## src/rtl/fetch_controller_pkg.sv

```systemverilog
// rtl/fetch_controller_pkg.sv - shared types and constants for the instruction fetch controller
package fetch_controller_pkg;

  // Controller states: buffer empty and requesting, buffer full, halted on fault
  typedef enum logic [1:0] {
    FETCH_S_FETCH = 2'd0,
    FETCH_S_HOLD  = 2'd1,
    FETCH_S_FAULT = 2'd2
  } fetch_state_e;

  // RV32I instructions are word aligned; any set bit here marks a bad target
  localparam logic [31:0] FETCH_ALIGN_MASK = 32'h0000_0003;

  // Default fetch address after reset
  localparam logic [31:0] FETCH_DEFAULT_RESET_PC = 32'h0000_0000;

  // Width of the unacknowledged-request counter (covers TIMEOUT up to 255)
  localparam int unsigned FETCH_TIMEOUT_W = 8;

  function automatic logic fetch_is_aligned(input logic [31:0] addr);
    return (addr & FETCH_ALIGN_MASK) == 32'h0000_0000;
  endfunction

endpackage

```

## src/rtl/fetch_timeout_counter.sv

```systemverilog
// rtl/fetch_timeout_counter.sv - counts consecutive unacknowledged request cycles
module fetch_timeout_counter
  import fetch_controller_pkg::*;
#(
  parameter int unsigned LIMIT = 15
) (
  input  logic i_clk,
  input  logic i_rst_n,
  input  logic i_enable,
  input  logic i_clear,
  output logic o_expire
);

  localparam logic [FETCH_TIMEOUT_W-1:0] LIMIT_M1 = FETCH_TIMEOUT_W'(LIMIT - 1);

  logic [FETCH_TIMEOUT_W-1:0] count_q;
  logic [FETCH_TIMEOUT_W-1:0] count_d;

  // Expire fires in the cycle whose increment would land on LIMIT, so the
  // fault is registered on that same edge rather than one cycle later.
  assign o_expire = i_enable && !i_clear && (count_q == LIMIT_M1);

  // Next count: clear wins, expiry restarts from zero, otherwise count up
  always_comb begin
    count_d = count_q;
    if (i_clear || o_expire) begin
      count_d = '0;
    end else if (i_enable) begin
      count_d = count_q + 1'b1;
    end
  end

  // Count register
  always_ff @(posedge i_clk or negedge i_rst_n) begin
    if (!i_rst_n) begin
      count_q <= '0;
    end else begin
      count_q <= count_d;
    end
  end

endmodule

```

## src/rtl/fetch_controller.sv

```systemverilog
// rtl/fetch_controller.sv - RV32I instruction fetch sequencer with one-entry output buffer
module fetch_controller
  import fetch_controller_pkg::*;
#(
  parameter logic [31:0] RESET_PC = FETCH_DEFAULT_RESET_PC,
  parameter int unsigned TIMEOUT  = 15
) (
  input  logic        i_clk,
  input  logic        i_rst_n,
  output logic [31:0] o_pc,
  output logic        o_instruction_request,
  input  logic [31:0] i_instruction,
  input  logic        i_ack,
  output logic        o_valid,
  output logic [31:0] o_instr,
  output logic [31:0] o_instr_pc,
  input  logic        i_ready,
  input  logic        i_redirect,
  input  logic [31:0] i_redirect_pc,
  output logic        o_fetch_fault,
  output logic [31:0] o_fault_pc
);

  fetch_state_e state_q, state_d;
  logic [31:0]  fetch_pc_q, fetch_pc_d;
  logic         valid_q, valid_d;
  logic [31:0]  instr_q, instr_d;
  logic [31:0]  instr_pc_q, instr_pc_d;
  logic         fault_q, fault_d;
  logic [31:0]  fault_pc_q, fault_pc_d;

  logic req;
  logic capture;
  logic expire;

  // A request goes out when the buffer is empty, or is full but drains this
  // cycle. A redirect suppresses it because the current PC is stale, and
  // reset gates it since the state register already reads S_FETCH.
  assign req = i_rst_n && !i_redirect &&
               ((state_q == FETCH_S_FETCH) ||
                ((state_q == FETCH_S_HOLD) && i_ready));

  assign capture = req && i_ack;

  fetch_timeout_counter #(
    .LIMIT (TIMEOUT)
  ) u_timeout (
    .i_clk    (i_clk),
    .i_rst_n  (i_rst_n),
    .i_enable (req && !i_ack),
    .i_clear  (i_redirect || capture),
    .o_expire (expire)
  );

  assign o_pc                  = fetch_pc_q;
  assign o_instruction_request = req;
  assign o_valid               = valid_q;
  assign o_instr               = instr_q;
  assign o_instr_pc            = instr_pc_q;
  assign o_fetch_fault         = fault_q;
  assign o_fault_pc            = fault_pc_q;

  // Next-state: redirect beats capture, capture beats timeout, then drain
  always_comb begin
    state_d    = state_q;
    fetch_pc_d = fetch_pc_q;
    valid_d    = valid_q;
    instr_d    = instr_q;
    instr_pc_d = instr_pc_q;
    fault_d    = fault_q;
    fault_pc_d = fault_pc_q;

    if (i_redirect) begin
      valid_d = 1'b0;
      if (fetch_is_aligned(i_redirect_pc)) begin
        fetch_pc_d = i_redirect_pc;
        state_d    = FETCH_S_FETCH;
        fault_d    = 1'b0;
      end else begin
        state_d    = FETCH_S_FAULT;
        fault_d    = 1'b1;
        fault_pc_d = i_redirect_pc;
      end
    end else if (capture) begin
      instr_d    = i_instruction;
      instr_pc_d = fetch_pc_q;
      fetch_pc_d = fetch_pc_q + 32'd4;
      valid_d    = 1'b1;
      state_d    = FETCH_S_HOLD;
    end else if (expire) begin
      state_d    = FETCH_S_FAULT;
      fault_d    = 1'b1;
      fault_pc_d = fetch_pc_q;
      valid_d    = 1'b0;
    end else if ((state_q == FETCH_S_HOLD) && i_ready) begin
      // Decode took the word but memory has not answered the next one yet
      valid_d = 1'b0;
      state_d = FETCH_S_FETCH;
    end
  end

  // State and datapath registers
  always_ff @(posedge i_clk or negedge i_rst_n) begin
    if (!i_rst_n) begin
      state_q    <= FETCH_S_FETCH;
      fetch_pc_q <= RESET_PC;
      valid_q    <= 1'b0;
      instr_q    <= 32'h0;
      instr_pc_q <= 32'h0;
      fault_q    <= 1'b0;
      fault_pc_q <= 32'h0;
    end else begin
      state_q    <= state_d;
      fetch_pc_q <= fetch_pc_d;
      valid_q    <= valid_d;
      instr_q    <= instr_d;
      instr_pc_q <= instr_pc_d;
      fault_q    <= fault_d;
      fault_pc_q <= fault_pc_d;
    end
  end

endmodule

```

## config.mk

```make
export PLATFORM = sky130hd
export DESIGN_NAME = fetch_controller
export DESIGN_NICKNAME = d
export VERILOG_FILES = /design/src/rtl/fetch_controller_pkg.sv /design/src/rtl/fetch_timeout_counter.sv /design/src/rtl/fetch_controller.sv
export SDC_FILE = /design/constraint.sdc
export NUM_CORES = 1
export LEC_CHECK = 0
export ABC_CLOCK_PERIOD_IN_PS = 2500
export BUFFER_PORTS_ARGS = -buffer_cell sky130_fd_sc_hd__buf_2
export CAP_MARGIN = 30
export CORE_ASPECT_RATIO = 0.6
export CORE_MARGIN = 4
export CORE_UTILIZATION = 40
export DETAILED_ROUTE_END_ITERATION = 6
export SLEW_MARGIN = 5
export SYNTH_ARGS = -nofsm -noshare
export SYNTH_HDL_FRONTEND = slang
export SYNTH_SLANG_ARGS = --single-unit
```

## constraint.sdc

```tcl
create_clock -name i_clk -period 2.5 [get_ports i_clk]
set_clock_uncertainty 0.05 [all_clocks]
set_input_delay 0.125 -clock i_clk [delete_from_list [all_inputs] [get_ports i_clk]]
set_output_delay 0.125 -clock i_clk [all_outputs]
set_load 0.01 [all_outputs]
```

Word-level counts from Yosys, hierarchy flattened
Index checks and enable logic that the tools add are counted.

word-level totals
  input bits = 69
  memory bits (read-only) = 0
  memories = 0
  bits in latches = 0
  output and inout port bits = 131
  word-level logic and storage cells = 61
  memory bits (writable) = 0
  register bits after elaboration = 140

cells by class
  divide/modulo/power cells = 0
  $lt $le $gt $ge = 0
  reductions and logical operators = 23
  shift-type cells = 0
  multiply operators = 0
  muxes and demuxes = 22
  $add $sub $neg = 2
  equal/unequal tests = 5
  bitwise operators = 1

operators with widths
  kind                                            number
  two-way mux 32 bit                              7
  adder 32 x 3 -> 32 bit (second input constant)  1
  logical NOT 32 bit                              1
  two-way mux 8 bit                               2
  two-way mux 2 bit                               5
  adder 8 x 1 -> 8 bit (second input constant)    1
  == test 8 x 4 -> 1 bit (second input constant)  1
  two-way mux 1 bit                               8
  logical AND 1 bit                               7
  AND reduction 2 bit                             3
  nonzero test 2 bit                              3
  != test 2 bit (second input constant)           2
  nonzero test 4 bit                              1
  logical NOT 1 bit                               3
  logical OR 1 bit                                3
  AND reduction 3 bit                             1
  == test 2 x 1 -> 1 bit (second input constant)  1
  logical NOT 2 bit                               1
  != test 2 x 1 -> 1 bit (second input constant)  1
  inverter 1 bit                                  1

Depth between registers and ports, before layout
Gate-level depths: netlist (run 1).

  depth after elaboration = 12
  gate-level depth with buffers = 8
  mapped depth without buffers = 6

By module
A second synthesis (run 1) with hierarchy kept.

second synthesis, totals
  cell total of the unflattened synthesis = 725
  area, all modules = 6518.8 µm²

modules (own cells, without submodules)
  module                 cells each  seq. area each (µm²)  times used  area an instance (µm²)
  fetch_controller       681         3278.1                1           6070.8
  fetch_timeout_counter  44          200.2                 1           447.9

Worst setup path after synthesis (run 1)
No wires, ideal clock.

  kind = reg2reg
  start = register fetch_pc_q[15], in the netlist o_pc[15]
  end = register fetch_pc_q[23], in the netlist o_pc[23]
  cell stages (with the launch flop) = 7
  clock period less this slack = 1804 ps
  arrival = 1618 ps
  data required time = 2314 ps
  setup time = 136 ps
  buffers on the path = 1
  path slack = 696 ps
  cells stage by stage = dfrtp_1 buf_2 nand4_2 nor4_4 nand4_1 a21oi_1 o22ai_1

on the way
  longest elaborated chain between the ends = 3

RTL lines
  item                      RTL line                 text
  start: declaration        fetch_controller.sv:25   logic [31:0] fetch_pc_q, fetch_pc_d;
  start signal: assignment  fetch_controller.sv:114  fetch_pc_q <= fetch_pc_d;
  adder 32 x 3 -> 32 bit    fetch_controller.sv:87   fetch_pc_d = fetch_pc_q + 32'd4;
  two-way mux 32 bit        fetch_controller.sv:84   end else if (capture) begin
  two-way mux 32 bit        fetch_controller.sv:73   if (i_redirect) begin

No other way between the ends. The select of a mux whose other input is x is not followed.
A chain may end at the register's enable or synchronous reset.

Worst setup path after layout (run 1)
  start = register state_q[1]
  end = register fault_pc_q[28], in the netlist o_fault_pc[28]

on the way
  longest elaborated chain between the ends = 11
  elaborated cells on any way between the ends = 14
  those cells by class = eq/ne (2); reduce/logical (12)

RTL lines
  item                                    RTL line                     text
  start: declaration                      fetch_controller.sv:24       fetch_state_e state_q, state_d;
  start signal: assignment                fetch_controller.sv:113      state_q <= state_d;
  == test 2 x 1 -> 1 bit                  fetch_controller.sv:41       ((state_q == FETCH_S_HOLD) && i_ready));
  logical AND 1 bit                       fetch_controller.sv:41
  logical OR 1 bit *                      fetch_controller.sv:40       ((state_q == FETCH_S_FETCH) ||
  logical AND 1 bit *                     fetch_controller.sv:39       assign req = i_rst_n && !i_redirect &&
  logical AND 1 bit                       fetch_controller.sv:43       assign capture = req && i_ack;
  logical OR 1 bit                        fetch_controller.sv:51       .i_clear (i_redirect || capture),
  logical NOT 1 bit                       fetch_timeout_counter.sv:21  assign o_expire = i_enable && !i_clear && (count_q == LIMIT_M1);
  logical AND 1 bit (2 in series)         fetch_timeout_counter.sv:21
  nonzero test 2 bit (no source line)     n/a
  AND reduction 3 bit (no source line) *  n/a
  end signal: assignment                  fetch_controller.sv:119      fault_pc_q <= fault_pc_d;
  end: declaration                        fetch_controller.sv:30       logic [31:0] fault_pc_q, fault_pc_d;

Mark *: on every way between the ends. The rest lies on a longest branch, timed or not.

==> flow_metrics.env, run 1 <==
export IMPL_postCtsSetupBuffers=0
export IMPL_slew_headroom_pct=57.2
export IMPL_gp_congestion=0.848
export IMPL_num_rows=35
export IMPL_path_max_fanout=20
export IMPL_die_area_sq_um=18500
export IMPL_htree_levels=4
export IMPL_clock_path_buffers=2
export IMPL_timing_critical_path_buf_inv=1
export IMPL_utilization_pct=57.6
export IMPL_crit_slowest_cell="o41ai_4"
export IMPL_dpl_hpwl_um=14100
export IMPL_r2r_slack_ns=0.32
export IMPL_total_power_mw=7.22
export IMPL_stdcell_area_sq_um=9020
export IMPL_drive_gt1_share_pct=27.5
export IMPL_via_per_inst=5.28
export IMPL_timing_fmax_ghz=0.458
export IMPL_overflow=0
export IMPL_p_seq_share_pct=42.4
export IMPL_finalCritPeriodShare_pct=87.4
export IMPL_synth_edff_count=0
export IMPL_finalSetupViolations=0
export IMPL_post_dp_cell_area_sq_um=7800
export IMPL_yosys_area_top_type="dfrtp_1"
export IMPL_max_cap_viol_count=0
export IMPL_hold_path_class="input pin to register"
export IMPL_die_h_um=107
export IMPL_crit_type="register to register"
export IMPL_synth_nets=789
export IMPL_avgSynthCellArea_sq_um=9.11
export IMPL_cts_root_buf="clkbuf_16"
export IMPL_cts_hold_buf=57
export IMPL_crit_family="compound AO/OA/AOI/OAI gates"
export IMPL_routed_wl_um=20500
export IMPL_initial_core_util_pct=41.7
export IMPL_worstMarginPinSlew_ns=0.640
export IMPL_hold_slack_ns=0.0148
export IMPL_startpoint_type="register"
export IMPL_synth_cells=717
export IMPL_clkLatencyLatePin_ns=0.42
export IMPL_syn_area_sq_um=6530
export IMPL_internal_power_mw=4.88
export IMPL_core_area_sq_um=15700
export IMPL_p_per_area_nw_per_um2=800
export IMPL_synth_flop_cell="dfrtp_1"
export IMPL_fin_nets=1043
export IMPL_drtAntennaViolNets=0
export IMPL_port_buffers=199
export IMPL_critPathCaptureType="register"
export IMPL_switching_share_pct=32.3
export IMPL_r2r_cells=6
export IMPL_hp_start="i_redirect_pc[3]"
export IMPL_grt_pass1_vias=6063
export IMPL_layout_commonest_cell="nand2_1"
export IMPL_power_frac_clock_pct=35.5
export IMPL_yosys_warnings=0
export IMPL_cp_arrival_ns=2.47
export IMPL_drt_iter0_drc=520
export IMPL_r2r_end="o_fault_pc[28]$_DFFE_PN0P_"
export IMPL_yosysUniqueCellTypes=60
export IMPL_wire_per_inst_um=17.3
export IMPL_r2r_start="state_q[1]$_DFFE_PN0P_"
export IMPL_dr_pass1_iters=5
export IMPL_vdd_drop_max_mv=0.341
export IMPL_layout_common_cells="213 x nand2_1, 197 x buf_2, 139 x dfrtp_1, 59 x a21oi_1"
export IMPL_p_leak_nw=4.54
export IMPL_hold_violations=0
export IMPL_syn2layout_area_growth_pct=38.2
export IMPL_numCtsBuffers=17
export IMPL_antenna_found_initial=1
export IMPL_layout_min_cycle_time_ns=2.18
export IMPL_crit_required_ns=2.78
export IMPL_numClockSinks=139
export IMPL_n_fill_cell=1433
export IMPL_grt_max_degree=71
export IMPL_cts_repair_resized=0
export IMPL_grt_pass1_wl_um=33600
export IMPL_rsz0062_at_grt="no"
export IMPL_clk_pin_slew_ns=0.07
export IMPL_p_comb_share_pct=22.1
export IMPL_drc=0
export IMPL_die_x_um=173
export IMPL_use_met1_pct=34.2
export IMPL_worstSetupStartpoint="state_q[1]$_DFFE_PN0P_"
export IMPL_run_status="finished clean"
export IMPL_io_pins=200
export IMPL_cp_cell_sequence="and2b_1 > nand2_1 > o41ai_4 > buf_4 > nor2_1 > a21oi_1"
export IMPL_p_sw_mw=2.34
export IMPL_synth_area_leaders="dfrtp_1 53%, nand2_1 12%, mux2i_1 4.6%"
export IMPL_track_usage_pct=22.4
export IMPL_setup_tns_final_ns=0
export IMPL_report_final_slew_viol_count=0
export IMPL_use_met2_pct=31.9
export IMPL_gr_usage_met3_pct=5.50
export IMPL_yosysSeqAreaShare_pct=53.3
export IMPL_vias=6278
export IMPL_critPathMaxStageDelay_ns=0.56
export IMPL_netlist_area_leader_share_pct=53.3
export IMPL_hold_end="o_fault_pc[3]$_DFFE_PN0P_"
export IMPL_hold_path_depth=3
export IMPL_synth_seq_cells=139
export IMPL_cts_tree="done"
export IMPL_top_usage_layer="met1"
export IMPL_async_flop_share_pct=100
worst register-to-register path, cell delays in order, from the launching register on:
cell and delay, ns:
dfrtp_1 0.40, and2b_1 0.33, nand2_1 0.22, o41ai_4 0.56, buf_4 0.34, nor2_1 0.07, a21oi_1 0.13
logic make-up (layout without fill, tap and decap cells):
kind of cell | Yosys count | count (layout) | share of synthesized area [%]
DFF | 139 | 139 | 53.3
AOI/OAI and AO/OA | 139 | 139 | 13.3
buffers and inverters | 51 | 318 | 3.60
and+or+nand+nor | 350 | 350 | 24.0
other | 0 | 1 | 0
xor gates and xnor gates | 5 | 5 | 0.671
adders and majority gates | 3 | 3 | 0.575
muxes | 30 | 30 | 4.60
cell usage after synthesis, types with 2 or more instances:
cell type,count
o31a_1,2
o21ai_0,25
a31o_2,3
nor3b_1,2
a21o_1,2
nand2b_1,2
buf_1,3
nand4_1,9
o211ai_1,2
buf_4,3
nand3_1,22
a31oi_1,13
nor4_1,2
or4_1,2
buf_2,19
and2_1,3
nor4_4,2
a32oi_1,4
nor2_1,57
a22oi_1,3
nor2b_1,9
o31ai_1,3
o32ai_1,3
clkbuf_1,15
o311ai_0,4
xnor2_1,2
o22ai_1,2
dfrtp_1,139
nand2_1,213
ha_1,3
o2bb2ai_1,3
nand4_2,2
a21oi_1,59
inv_1,9
nor3_1,4
and3_1,11
o221a_2,2
xor2_1,3
mux2i_1,30
layer usage:
metal	vias up	part of all wire [%]	wire length, um
li1	2997	-	-
met1	3030	51	10400
met2	219	42	8590
met3	30	6.1	1260
met4	2	1.4	279
met5	-	0.058	12
area by class of cell:
type                    instances  area (sq um)  share of cell area (%)
flip-flops and latches        139          3480                    38.5
multi-input cells             527          2850                    31.6
repair buffers                277          1810                    20.1
clock buffers                  18           439                    4.87
well taps                     203           254                    2.81
clock inverters                14           159                    1.76
inverters                       9          33.8                   0.374
diodes                          1          2.50                  0.0277
power groups by stage:
| stage | Sequential (mW) | Combinational, mW | Clock (mW) |
|---|---|---|---|
| 6_report | 3.06 | 1.60 | 2.56 |
| 5_1_grt | 3.13 | 1.77 | 2.69 |
| 4_1_cts | 3.06 | 1.60 | 2.60 |
| 3_5_place_dp | 3.09 | 1.53 | 0 |
| 3_3_place_gp | 3.09 | 1.51 | 0 |
| 2_1_floorplan | 3.20 | 0.606 | 0 |
worst max-delay path by stage:
| stage | slack, ns | endpoint | depth (start not counted) |
|---|---|---|---|
| after floorplan | 0.70 | o_pc[23]$_DFFE_PN0P_ | 6 |
| after global placement | 0.40 | o_fault_pc[20]$_DFFE_PN0P_ | 6 |
| after detailed placement | 0.36 | o_fault_pc[26]$_DFFE_PN0P_ | 6 |
| after CTS | 0.32 | o_fault_pc[28]$_DFFE_PN0P_ | 6 |
| after global routing | 0.16 | o_fault_pc[28]$_DFFE_PN0P_ | 6 |
| final | 0.32 | o_fault_pc[28]$_DFFE_PN0P_ | 6 |
state kept, by name, indices dropped and copies added (netlist names):
| signal | cells |
|---|---|
| o_fault_pc | 32 |
| state_q | 2 |
| u_timeout.count_q | 8 |
| o_instr | 32 |
| o_instr_pc | 32 |
| o_fetch_fault | 1 |
| o_pc | 32 |
per-stage QoR:
stage	instances	setup slack, ns
6_report	1188	0.315
5_1_grt	1187	0.156
4_1_cts	1185	0.323
3_5_place_dp	1096	0.362
3_3_place_gp	1096	0.403
2_1_floorplan	717	0.696
Note: power is estimated with default switching activity, not from simulation.
==> run 2: changes to the inputs <==
- BUFFER_PORTS_ARGS: -buffer_cell sky130_fd_sc_hd__buf_2 -> -buffer_cell sky130_fd_sc_hd__clkbuf_2
- CTS_BUF_LIST: not set -> sky130_fd_sc_hd__clkbuf_4
- PLACE_DENSITY_LB_ADDON: not set -> 0.05
==> flow_metrics.env, run 2 (same netlist as run 1, synthesis figures left out) <==
export IMPL_run_status="finished clean"
export IMPL_crit_slowest_cell="dlygate4sd3_1"
export IMPL_cp_common_cell="dlygate4sd3_1"
export IMPL_timing_fmax_ghz=0.419
export IMPL_numClockSinks=139
export IMPL_layout_common_cells="213 x nand2_1, 197 x clkbuf_2, 139 x dfrtp_1, 69 x dlygate4sd3_1, 59 x a21oi_1"
export IMPL_vias=6237
export IMPL_cts_tree="done"
export IMPL_drtAntennaViolNets=0
export IMPL_finalCritPeriodShare_pct=95.4
export IMPL_p_per_area_nw_per_um2=704
export IMPL_layout_min_cycle_time_ns=2.38
export IMPL_via_per_inst=5.20
export IMPL_startpoint_type="input pin"
export IMPL_power_frac_clock_pct=24.8
export IMPL_clk_pin_slew_ns=0.15
export IMPL_syn2layout_area_growth_pct=34.9
export IMPL_finalSetupViolations=0
export IMPL_p_comb_share_pct=25.8
export IMPL_p_sw_mw=2.21
export IMPL_core_area_sq_um=15700
export IMPL_worstMarginPinSlew_ns=0.807
export IMPL_grt_pass1_vias=6111
export IMPL_antenna_found_initial=0
export IMPL_crit_required_ns=2.87
export IMPL_drt_iter0_drc=444
export IMPL_cp_arrival_ns=2.76
export IMPL_utilization_pct=56.2
export IMPL_p_seq_share_pct=49.5
export IMPL_gp_congestion=0.852
export IMPL_drc=0
export IMPL_num_rows=35
export IMPL_fin_nets=1055
export IMPL_dpl_hpwl_um=14400
export IMPL_dp_cells=1097
export IMPL_grt_pass1_wl_um=33700
export IMPL_layout_commonest_cell="nand2_1"
export IMPL_cts_hold_buf=68
export IMPL_slew_headroom_pct=46.2
export IMPL_wire_per_inst_um=17.3
export IMPL_track_usage_pct=22.6
export IMPL_routed_wl_um=20800
export IMPL_total_power_mw=6.20
export IMPL_hold_path_class="input pin to register"
export IMPL_htree_levels=4
export IMPL_critPathMaxStageDelay_ns=0.58
export IMPL_dr_pass1_iters=6
export IMPL_cts_repair_resized=0
export IMPL_overflow=0
export IMPL_stdcell_area_sq_um=8810
export IMPL_critPathCaptureType="register"
export IMPL_timing_critical_path_buf_inv=5
export IMPL_cts_root_buf="clkbuf_4"
export IMPL_drive_gt1_share_pct=27.2
export IMPL_clkLatencyLatePin_ns=0.53
export IMPL_diodes=0
export IMPL_die_h_um=107
export IMPL_die_area_sq_um=18500
export IMPL_switching_share_pct=35.6
export IMPL_postCtsSetupBuffers=0
export IMPL_initial_core_util_pct=41.7
export IMPL_cp_cell_sequence="dlygate4sd3_1 > dlygate4sd3_1 > buf_6 > and2b_1 > buf_4 > and3_2 > buf_12 > nand4_1 > xor2_1 > o21ai_0"
export IMPL_crit_type="input pin to register"
export IMPL_grt_max_degree=71
export IMPL_p_leak_nw=4.44
export IMPL_internal_power_mw=4.00
export IMPL_die_x_um=173
export IMPL_io_pins=200
export IMPL_post_dp_cell_area_sq_um=7810
export IMPL_path_max_fanout=24
export IMPL_clock_path_buffers=2
export IMPL_vdd_drop_max_mv=0.289
export IMPL_report_final_slew_viol_count=0
export IMPL_crit_family="buffers and inverters"
export IMPL_hold_violations=0
export IMPL_n_fill_cell=1463
export IMPL_port_buffers=199
export IMPL_max_cap_viol_count=0
export IMPL_final_cells=1199
export IMPL_numCtsBuffers=17
run 2: cell types whose count changed in the layout (fill, tap and decap cells not counted), moves of 3 or more:
cell,previous run,this run
clkbuf_16,17,0
clkbuf_4,0,20
clkbuf_2,0,197
clkinv_4,4,0
dlygate4sd3_1,57,69
clkinvlp_4,2,5
buf_2,197,0
run 2: power by group through the flow:
stage | clock network [mW] | registers (mW) | logic, mW
floorplan | 0 | 3.20 | 0.606
global placement | 0 | 3.09 | 1.50
detailed placement | 0 | 3.10 | 1.52
CTS | 1.58 | 3.06 | 1.61
global route | 1.69 | 3.14 | 1.77
finish | 1.54 | 3.07 | 1.60
run 2: metrics by stage:
step / setup WS, ns / setup TNS [ns] / hold slack [ns]
2_1_floorplan: 0.696 / 0 / -0.221
3_3_place_gp: 0.395 / 0 / -0.123
3_5_place_dp: 0.387 / 0 / -0.121
4_1_cts: 0.358 / 0 / 0.0171
5_1_grt: -0.0137 / -0.0137 / 0.0216
6_report: 0.116 / 0 / 0.0521
run 2: tightest hold or removal path, delay by kind of cell:
kind / cells / cell delay [ns]
buffers and inverters: 1 / 0.23
muxes: 1 / 0.18
AOI/OAI and AO/OA: 1 / 0.07
run 2: path summary, 6_finish.rpt:
check                                             start                               end  slack (ns)  cells past startpoint
worst min-delay path                         i_redirect         o_fault_pc[1]$_DFFE_PN0P_        0.05                      3
worst max-delay path                            i_rst_n              o_pc[20]$_DFFE_PN0P_        0.12                     10
worst max register to register      o_pc[9]$_DFFE_PN0P_              o_pc[29]$_DFFE_PN0P_        0.36                      5
min in group asynchronous                       i_rst_n         o_fault_pc[1]$_DFFE_PN0P_        0.56                      4
worst min register to register  o_instr[14]$_DFFE_PN0P_           o_instr[14]$_DFFE_PN0P_        0.44                      2
max in group asynchronous                       i_rst_n  u_timeout.count_q[2]$_DFFE_PN0P_        1.00                      4
run 2: final cells by class:
type                       instances  area (sq um)  area share [%]
sequential                       139          3480            39.5
clock buffer                      20           150            1.70
tap                              203           254            2.88
inverter                           9          33.8           0.383
multi-input combinational        527          2850            32.3
clock inverter                    12           138            1.56
timing repair buffer             289          1910            21.7
run 2: per-layer routing:
metal | track usage [%] | up-vias | wire length [um]
met4 | 5.29 | 0 | 250
met2 | 35.5 | 201 | 9320
met3 | 5.67 | 26 | 1290
met1 | 31.8 | 3000 | 9940
met5 | 0 | - | 0
li1 | - | 3010 | -
==> run 3: changes to the inputs <==
- MAX_ROUTING_LAYER: not set -> met4
==> flow_metrics.env, run 3 (same netlist as run 1, synthesis figures left out) <==
export IMPL_run_status="finished clean"
export IMPL_layout_common_cells="213 x nand2_1, 197 x clkbuf_2, 139 x dfrtp_1, 68 x dlygate4sd3_1, 59 x a21oi_1"
export IMPL_crit_required_ns=2.90
export IMPL_grt_pass1_wl_um=34100
export IMPL_routed_wl_um=20900
export IMPL_p_seq_share_pct=49.0
export IMPL_path_max_fanout=8
export IMPL_fin_nets=1051
export IMPL_clk_pin_slew_ns=0.12
export IMPL_max_cap_viol_count=0
export IMPL_drive_gt1_share_pct=26.9
export IMPL_numCtsBuffers=17
export IMPL_hold_violations=0
export IMPL_hold_path_class="input pin to register"
export IMPL_crit_family="simple AND/OR/NAND/NOR gates"
export IMPL_regArea_sq_um=3480
export IMPL_htree_levels=4
export IMPL_vias=6313
export IMPL_overflow=0
export IMPL_startpoint_type="register"
export IMPL_grt_max_degree=76
export IMPL_setup_tns_final_ns=0
export IMPL_syn2layout_area_growth_pct=34.6
export IMPL_drt_iter0_drc=488
export IMPL_cp_cell_sequence="nand4_4 > nor2_1 > nand4_2 > or4_1 > nand3_1"
export IMPL_drc=0
export IMPL_die_h_um=107
export IMPL_final_cells=1196
export IMPL_die_area_sq_um=18500
export IMPL_dr_pass1_iters=5
export IMPL_layout_commonest_cell="nand2_1"
export IMPL_via_per_inst=5.28
export IMPL_cts_root_buf="clkbuf_4"
export IMPL_vdd_drop_max_mv=0.286
export IMPL_port_buffers=199
export IMPL_rsz0062_at_grt="no"
export IMPL_p_comb_share_pct=25.5
export IMPL_wire_per_inst_um=17.4
export IMPL_internal_power_mw=4.08
export IMPL_dp_cells=1094
export IMPL_p_leak_nw=4.43
export IMPL_p_per_area_nw_per_um2=712
export IMPL_num_rows=35
export IMPL_timing_fmax_ghz=0.439
export IMPL_cts_tree="done"
export IMPL_initial_core_util_pct=41.7
export IMPL_drtAntennaViolNets=0
export IMPL_finalSetupViolations=0
export IMPL_grt_pass1_vias=6383
export IMPL_n_fill_cell=1416
export IMPL_gp_congestion=0.843
export IMPL_numClockSinks=139
export IMPL_io_pins=200
export IMPL_layout_min_cycle_time_ns=2.28
export IMPL_critPathCaptureType="register"
export IMPL_cts_repair_resized=0
export IMPL_cp_arrival_ns=2.68
export IMPL_utilization_pct=56.1
export IMPL_worstMarginPinSlew_ns=0.819
export IMPL_die_x_um=173
export IMPL_power_frac_clock_pct=25.4
export IMPL_crit_type="register to register"
export IMPL_track_usage_pct=23.3
export IMPL_switching_share_pct=34.8
export IMPL_timing_critical_path_buf_inv=0
export IMPL_clock_path_buffers=2
export IMPL_antenna_found_initial=1
export IMPL_finalCritPeriodShare_pct=91.2
export IMPL_clkLatencyLatePin_ns=0.52
export IMPL_postCtsSetupBuffers=0
export IMPL_dpl_hpwl_um=14300
export IMPL_slew_headroom_pct=45.4
export IMPL_multi_input_area_sq_um=2850
export IMPL_core_area_sq_um=15700
export IMPL_crit_slowest_cell="dfrtp_1"
export IMPL_p_sw_mw=2.18
export IMPL_critPathMaxStageDelay_ns=0.62
export IMPL_cts_hold_buf=67
export IMPL_report_final_slew_viol_count=0
run 3: cell types whose count changed in the layout (fill, tap and decap cells not counted):
cell and change:
buf_12 -1, buf_4 -2, bufinv_16 +1, clkbuf_4 -1
clkinv_1 +1, clkinv_2 -1, clkinv_4 +2, clkinvlp_4 -1
diode_2 +1, dlygate4sd3_1 -1, inv_6 -1
run 3: worst paths after layout:
kind	depth (start not counted)	endpoint	slack, ns	from
worst max register to register	5	o_pc[29]$_DFFE_PN0P_	0.22	o_pc[6]$_DFFE_PN0P_
max in group asynchronous	5	o_pc[19]$_DFFE_PN0P_	1.23	i_rst_n
worst max-delay path	5	o_pc[29]$_DFFE_PN0P_	0.22	o_pc[6]$_DFFE_PN0P_
worst min-delay path	2	o_pc[20]$_DFFE_PN0P_	0.04	i_redirect
min in group asynchronous	3	state_q[1]$_DFFE_PN0P_	0.29	i_rst_n
worst min register to register	2	o_instr[30]$_DFFE_PN0P_	0.44	o_instr[30]$_DFFE_PN0P_
run 3: area by class of cell:
| type | count | area share, % |
|---|---|---|
| sequential | 139 | 39.6 |
| multi-input combinational | 527 | 32.4 |
| timing repair buffer | 285 | 21.2 |
| tap | 203 | 2.89 |
| clock inverter | 13 | 1.91 |
| clock buffer | 19 | 1.62 |
| inverter | 9 | 0.384 |
| antenna | 1 | 0.0285 |
run 3: per-stage QoR:
| step | cell area, sq um | hold WS (ns) | setup slack [ns] | total power, mW |
|---|---|---|---|---|
| CTS | 8750 | 0.00315 | 0.270 | 6.30 |
| finish | 8790 | 0.0429 | 0.220 | 6.26 |
| detailed placement | 7770 | 0.270 | 0.259 | 4.62 |
| floorplan | 6530 | -0.221 | 0.696 | 3.81 |
| global placement | 7770 | 0.265 | 0.343 | 4.58 |
| global route | 8790 | 0.0156 | 0.0871 | 6.64 |
run 3: metal layers:
metal	part of all wire (%)	track usage [%]	vias to the layer above	routed length, um
met5	0	-	-	0
met2	45	35.7	201	9440
li1	-	-	3002	-
met3	5.5	5.14	21	1150
met1	48	32.2	3089	10000
met4	1.2	5.07	0	246
run 3: power by group through the flow:
stage | Sequential, mW | Clock, mW | Combinational (mW)
after global placement | 3.09 | 0 | 1.49
after detailed placement | 3.10 | 0 | 1.52
after global routing | 3.14 | 1.74 | 1.77
final | 3.07 | 1.59 | 1.60
after floorplan | 3.20 | 0 | 0.606
after CTS | 3.06 | 1.63 | 1.60
